### config.mk
export PLATFORM = sky130hd
export DESIGN_NAME = imem_port_arbiter
export DESIGN_NICKNAME = d
export VERILOG_FILES = /design/src/rtl/imem_port_arbiter.sv
export SDC_FILE = /design/constraint.sdc
export NUM_CORES = 1
export LEC_CHECK = 0
export BUFFER_PORTS_ARGS = -buffer_cell sky130_fd_sc_hd__clkbuf_2
export CAP_MARGIN = 20
export CORE_AREA = 2 2 106 108
export CTS_BUF_LIST = sky130_fd_sc_hd__clkbuf_4
export CTS_CLUSTER_SIZE = 30
export DETAILED_ROUTE_END_ITERATION = 6
export DIE_AREA = 0 0 108 110
export PLACE_DENSITY = 0.45
export SLEW_MARGIN = 30
export SYNTH_ARGS = -nofsm -noshare
export SYNTH_HDL_FRONTEND = slang
export SYNTH_SLANG_ARGS = --single-unit
export TNS_END_PERCENT = 1
### constraint.sdc
create_clock -name clk -period 1.5 [get_ports clk]
set_clock_uncertainty 0.05 [all_clocks]
set_input_delay 0.225 -clock clk [delete_from_list [all_inputs] [get_ports clk]]
set_output_delay 0.225 -clock clk [all_outputs]
set_load 0.005 [all_outputs]
### src/rtl/imem_port_arbiter.sv
// Shares one 1-cycle-latency memory port between instruction fetch and load/store.
// Optional starvation guard for fetch is enabled by defining IMEM_ARB_STARVE_GUARD_EN.
module imem_port_arbiter #(
   parameter int ADDR_W     = 32,
   parameter int STARVE_MAX = 4
) (
   input  logic              clk,
   input  logic              rst,
   input  logic              if_req_i,
   input  logic [ADDR_W-1:0] if_addr_i,
   output logic              if_gnt_o,
   output logic              if_rvalid_o,
   output logic [31:0]       if_rdata_o,
   input  logic              d_req_i,
   input  logic              d_we_i,
   input  logic [3:0]        d_be_i,
   input  logic [ADDR_W-1:0] d_addr_i,
   input  logic [31:0]       d_wdata_i,
   output logic              d_gnt_o,
   output logic              d_rvalid_o,
   output logic [31:0]       d_rdata_o,
   output logic              m_req_o,
   output logic              m_we_o,
   output logic [3:0]        m_be_o,
   output logic [ADDR_W-1:0] m_addr_o,
   output logic [31:0]       m_wdata_o,
   input  logic [31:0]       m_rdata_i
);

   typedef enum logic [1:0] {IDLE, RESP_IF, RESP_D} state_t;

   state_t state_q, state_d;
   logic   d_we_q, d_we_d;
   logic   force_if;

   if (STARVE_MAX < 1 || STARVE_MAX > 15) begin : g_bad_param
      $error("STARVE_MAX must be in 1..15");
   end

`ifdef IMEM_ARB_STARVE_GUARD_EN
   logic [3:0] starve_q, starve_d;

   assign force_if = if_req_i && (starve_q == 4'(STARVE_MAX));

   // Counts consecutive denied fetch cycles, saturating at the threshold.
   always_comb begin
      starve_d = '0;
      if (if_req_i && !if_gnt_o)
         starve_d = (starve_q == 4'(STARVE_MAX)) ? starve_q : starve_q + 4'd1;
   end

   always_ff @(posedge clk or posedge rst) begin
      if (rst) starve_q <= '0;
      else     starve_q <= starve_d;
   end
`else
   assign force_if = 1'b0;
`endif

   assign if_gnt_o = !rst && if_req_i && (!d_req_i || force_if);
   assign d_gnt_o  = !rst && d_req_i && !force_if;

   always_comb begin
      m_req_o   = 1'b0;
      m_we_o    = 1'b0;
      m_be_o    = '0;
      m_addr_o  = '0;
      m_wdata_o = '0;
      if (d_gnt_o) begin
         m_req_o   = 1'b1;
         m_we_o    = d_we_i;
         m_be_o    = d_be_i;
         m_addr_o  = d_addr_i;
         m_wdata_o = d_wdata_i;
      end else if (if_gnt_o) begin
         m_req_o   = 1'b1;
         m_be_o    = 4'hF;
         m_addr_o  = if_addr_i;
      end
   end

   // Response owner for the access issued this cycle.
   always_comb begin
      state_d = IDLE;
      d_we_d  = 1'b0;
      if (if_gnt_o) begin
         state_d = RESP_IF;
      end else if (d_gnt_o) begin
         state_d = RESP_D;
         d_we_d  = d_we_i;
      end
   end

   always_ff @(posedge clk or posedge rst) begin
      if (rst) begin
         state_q <= IDLE;
         d_we_q  <= 1'b0;
      end else begin
         state_q <= state_d;
         d_we_q  <= d_we_d;
      end
   end

   assign if_rvalid_o = (state_q == RESP_IF);
   assign d_rvalid_o  = (state_q == RESP_D);
   assign if_rdata_o  = if_rvalid_o ? m_rdata_i : 32'h0;
   assign d_rdata_o   = (d_rvalid_o && !d_we_q) ? m_rdata_i : 32'h0;

endmodule

==> metrics.yaml, run 1 <==
place_congestion: 0.8486
setup_viol: 63
status: "complete, but fails checks"
start_util: 0.1166
ys_seq_area_frac: 0.06018
cap_violations: 0
rsz0062_at_grt: "true"
power_frac_comb: 0.709
ys_ff_latch: 3
totalPowerFinal_uw: 841.1
layout_commonest_cell: "clkbuf_2"
critPathLaunchType: "flop"
seq_power_share: 0.103
wl_met1_um: 2567
worst-slew-pin-transition_ns: 0.2661
dr.pass1.iters: 4
grt-ovfl-total: 0
io_buffers: 274
hold_ws_ns: 0.02582
row_count: 38
final_cell_mix: "clkbuf_2, and2_1, a32o_1"
ir_drop_uv: 102.3
slew_headroom: 0.8226
drive_gt1_frac: 0.6598
critPathArrivalTime_ns: 1.30
synth_warnings: 0
antenna_found_initial: 0
hold_path_class: "input pin to asynchronous set/reset pin"
post-dp-hpwl_um: 6228
hold_viol: 0
synth_area_um2: 1247
syn_avg_cell_area_um2: 7.169
wl_met2_um: 3578
switching_share: 0.3569
p_leak_nw: 1.710
antenna_cells: 0
syn2layout_area_growth_pct: 124.8
routed_wl_um: 6951
wl_per_cell_um: 12.03
synthCells: 174
grt_use_total: 0.09782
crit_fanout: 32
clk_path_buf_depth: 2
highest_layer: "met4"
numCtsBuffers: 3
ioPinCount: 275
clk_pin_slew_ns: 0.04
placed_cells: 574
cp-end-kind: "primary output"
finalWorstSetupSlack_ns: -0.07966
cts_root_buffer: "clkbuf_4"
switchingPower_uw: 300.2
core_um2: 10700
grt_max_degree: 51
wl_met3_um: 778
nets: 576
hold_buffers: 0
min_period_over_period: 1.053
violations: "negative setup slack"
die_area_um2: 11880
drc: 0
pwr-share-clk: 0.188
p_int_uw: 541.0
synthDistinctLibCells: 17
htree_levels: 1
fmax_mhz: 633.0
drt_iter0_drc: 67
drtAntennaViolNets: 0
worst_ep_required_time_ns: 1.22
cts_tree: "yes"
cts.sinks: 3
grt_pass1_vias: 1988
instances_no_fill: 578
grt_pass1_wl_um: 9556
synth_nets: 311
drv_slew: 0
vias: 2323
die_w_um: 108
power.density_nw_per_um2: 300.0
die_h_um: 110
vias_per_cell: 4.019
criticalPathCategory: "flop to primary output"
period_needed_ns: 1.580
fin_setup_tns_ns: -2.273
repair_timing:
item / 4_1_cts / 5_1_grt
endpoints found under the setup margin: 64 / 64
setup buffers: 0 / 0
gates resized for setup: 0 / 2
pin swaps: 1 / 0
cell type report:
| class | count | area, µm² |
|---|---|---|
| inverter | 1 | 3.754 |
| multi-input combinational | 148 | 1039 |
| fill | 1201 | 7894 |
| clock buffer | 4 | 30.03 |
| tap | 140 | 175.2 |
| sequential | 3 | 75.07 |
| timing repair buffer | 282 | 1481 |
path summary, 6_finish.rpt:
| kind | from | to | slack [ns] | cells past startpoint |
|---|---|---|---|---|
| worst max-delay path | state_q[0] | d_rdata_o[23] | -0.08 | 4 |
| min in group clk | d_we_i | d_we_q | 0.16 | 2 |
| worst min-delay path | rst | state_q[0] | 0.03 | 3 |
| max in group asynchronous | rst | state_q[1] | 1.25 | 3 |
flip-flops by register name, summed over array words and instances, names as in the netlist:
register / cells
state_q: 2
d_we_q: 1
critical path: stages, from the launching register on:
cell and delay (ns):
dfrtp_1 0.39, nor3b_2 0.24, buf_12 0.19, and2_1 0.14
clkbuf_2 0.11
power by group through the flow:
| stage | combinational (mW) | clock (mW) | sequential, mW |
|---|---|---|---|
| after floorplan | 0.235 | 0 | 0.0874 |
| after global placement | 0.601 | 0 | 0.0877 |
| after detailed placement | 0.602 | 0 | 0.0878 |
| after CTS | 0.604 | 0.167 | 0.0867 |
| after global routing | 0.657 | 0.175 | 0.0871 |
| final | 0.596 | 0.158 | 0.0867 |
routing by layer:
metal,vias to the layer above,GRT usage
met3,2,0.01470
met2,162,0.1914
met4,0,0.01648
li1,1131,-
met1,1028,0.1133
met5,-,0
cells by family after synthesis:
family	after synthesis	share of synthesized area
AND/OR/NAND/NOR	112	0.5597
AO/OA/AOI/OAI	36	0.2728
buffers and inverters	23	0.1073
flip-flops	3	0.06018
synthesized netlist by cell type:
master,count,area [µm²]
buf_6,3,33.78
a21oi_1,4,20.02
and2_1,98,613.1
buf_2,5,25.02
nand2b_1,1,6.260
nor2_1,3,11.26
nor3b_2,1,12.51
nor2_2,1,6.260
dfrtp_1,3,75.07
and2b_1,1,7.510
a32o_1,32,320.3
nor2b_1,2,12.51
buf_4,5,37.54
inv_1,1,3.750
clkbuf_1,9,33.78
nand2_1,4,15.01
nor2b_4,1,13.76
stage by stage:
stage	util	setup WS (ns)	cell area, µm²
floorplan	-	0.2278	1247
global placement	0.2593	0.1275	2774
detailed placement	0.2593	0.1153	2774
CTS	0.2621	-0.1004	2804
global route	0.2621	-0.1578	2804
finish	0.2621	-0.07966	2804
Note: power is estimated with default switching activity, not from simulation.
==> inputs of run 2 (changes only) <==
Settings changed: BUFFER_PORTS_ARGS -buffer_cell sky130_fd_sc_hd__clkbuf_2 to -buffer_cell sky130_fd_sc_hd__buf_2, CORE_AREA 2 2 106 108 to 2 2 105 107, DIE_AREA 0 0 108 110 to 0 0 107 109, PLACE_DENSITY 0.45 to 0.46.
Clock period 1.5 ns to 2 ns, I/O delays scaled along.
==> metrics.yaml, run 2 (synthesis gave the netlist of run 1 again) <==
layout_commonest_cell: "buf_2"
grt_pass1_vias: 2077  # +4.5%
wl_per_cell_um: 13.16  # +9.4%
totalPowerFinal_uw: 617.2  # -27%
period_needed_ns: 1.837
vias: 2311  # -0.52%
path_depth: 4  # unchanged
die_w_um: 107  # -0.93%
final_cell_mix: "buf_2, and2_1, a32o_1, buf_4"
post-dp-hpwl_um: 6684  # +7.3%
worst_ep_required_time_ns: 1.65  # +0.43 ns
ir_drop_uv: 82.38  # -19%
drc: 0  # unchanged
antenna_found_initial: 2  # +2
cts_tree: "yes"
critPathArrivalTime_ns: 1.49  # +0.19 ns
cp-endpoint: "m_addr_o[25]"
grt_use_total: 0.1147  # +0.01692
drt_iter0_drc: 85  # +27%
dr.pass1.iters: 4  # unchanged
htree_levels: 1  # unchanged
power_frac_comb: 0.698  # -0.011
nFillCells: 1201  # unchanged
io_buffers: 274  # unchanged
switching_share: 0.3632  # +0.006365
seq_power_share: 0.106  # +0.003
cp_top_family: "simple AND/OR/NAND/NOR gates"
largest_reg_flops: 2  # unchanged
cp-startpoint: "rst"
numCtsBuffers: 3  # unchanged
die_h_um: 109  # -0.91%
slew_headroom: 0.4972  # -0.3254
start_util: 0.1177  # +0.001046
min_period_over_period: 0.9185
grt_pass1_wl_um: 10590  # +11%
largestRegisters: "state_q (2), d_we_q (1)"
cts_root_buffer: "clkbuf_4"
clk_path_buf_depth: 2  # unchanged
hold_path_class: "input pin to asynchronous set/reset pin"
grt-ovfl-total: 0  # unchanged
top_register: "state_q"
routed_wl_um: 7593  # +9.2%
path_cells: "buf_2 -> nor2_4 -> a32o_1 -> buf_2"
status: "complete, no violations"
hold_buffers: 0  # unchanged
core_um2: 10600  # -0.89%
die_area_um2: 11660  # -1.8%
hold_ws_ns: 0.09451  # +0.06869 ns
setup_viol: 0  # -100%
place_congestion: 0.7249  # -15%
syn2layout_area_growth_pct: 120.2
drv_slew: 0  # unchanged
cts_setup_buffers: 0  # unchanged
switchingPower_uw: 224.2  # -25%
fmax_mhz: 544.4
cts.sinks: 3  # unchanged
cp-end-kind: "primary output"
drive_gt1_frac: 0.6583  # -0.001560
hold_viol: 0  # unchanged
power.density_nw_per_um2: 224.7  # -25%
drtAntennaViolNets: 0  # unchanged
cts_resized: 0  # unchanged
rsz0062_at_grt: "false"
grt_max_degree: 43  # -16%
crit_slowest_cell: "nor2_4"
cp_slowest_stage_delay_ns: 0.59  # +0.20 ns
multi_input_area_um2: 1044  # +0.48%
pwr-share-clk: 0.196  # +0.008
cap_violations: 0  # unchanged
critPathLaunchType: "input pin"
row_count: 38  # unchanged
clk_pin_slew_ns: 0.04  # about the same
crit_fanout: 32  # unchanged
p_int_uw: 393.0  # -27%
vias_per_cell: 4.005  # -0.34%
criticalPathCategory: "input pin to primary output"
critPathBufInv: 2  # unchanged
worst-slew-pin-transition_ns: 0.7524  # +0.4863 ns
nets: 574  # -0.35%
p_leak_nw: 1.749  # +2.3%
crit_top_cell: "buf_2"
seqCellArea_um2: 75.07  # unchanged
ioPinCount: 275  # unchanged
[run 2: cell types whose count changed in the layout (fill, tap and decap cells not counted), sizes merged]
cell    before  now
clkbuf     276    4
buf         10  280
diode        0    1
[run 2: metrics by stage]
stage	std cells	util	TNS, ns	setup WS (ns)	instance area, µm²
after floorplan	174	-	0	0.6257	1247
after global placement	572	0.2555	-3.317	-0.1857	2709
after detailed placement	572	0.2560	0	0.1654	2714
after CTS	576	0.2588	0	0.1612	2744
after global routing	576	0.2588	0	0.07598	2744
final	577	0.2590	0	0.1630	2746
[run 2: routing by layer]
metal	wire length, µm	part of all wire	GRT usage	vias to the layer above
met2	3846	0.51	0.2207	165
li1	-	-	-	1126
met4	46	0.0061	0.02226	2
met5	13	0.0017	0	-
met1	2717	0.36	0.1228	1012
met3	969	0.13	0.03706	6
[run 2: layout make-up]
cell class	count	area share
flip-flops and latches	3	0.02733
multi-input cells	148	0.3800
well taps	140	0.06378
inverters	1	0.001367
clock buffers	4	0.01093
repair buffers	280	0.5157
diodes	1	0.0009112
[run 2: how the worst min path moves through the flow]
stage	start	endpoint	slack, ns	cells past startpoint
floorplan	rst	d_we_q	0.17	2
global placement	rst	state_q[0]	0.33	3
detailed placement	rst	d_we_q	0.34	3
CTS	rst	state_q[1]	0.09	3
global route	rst	d_we_q	0.09	3
finish	rst	state_q[1]	0.09	3
[run 2: power by group through the flow]
stage,sequential (mW),combinational [mW],clock [mW]
CTS,0.0653,0.439,0.126
global route,0.0654,0.479,0.141
detailed placement,0.0660,0.438,0
floorplan,0.0656,0.176,0
finish,0.0652,0.431,0.121
global placement,0.0658,0.431,0
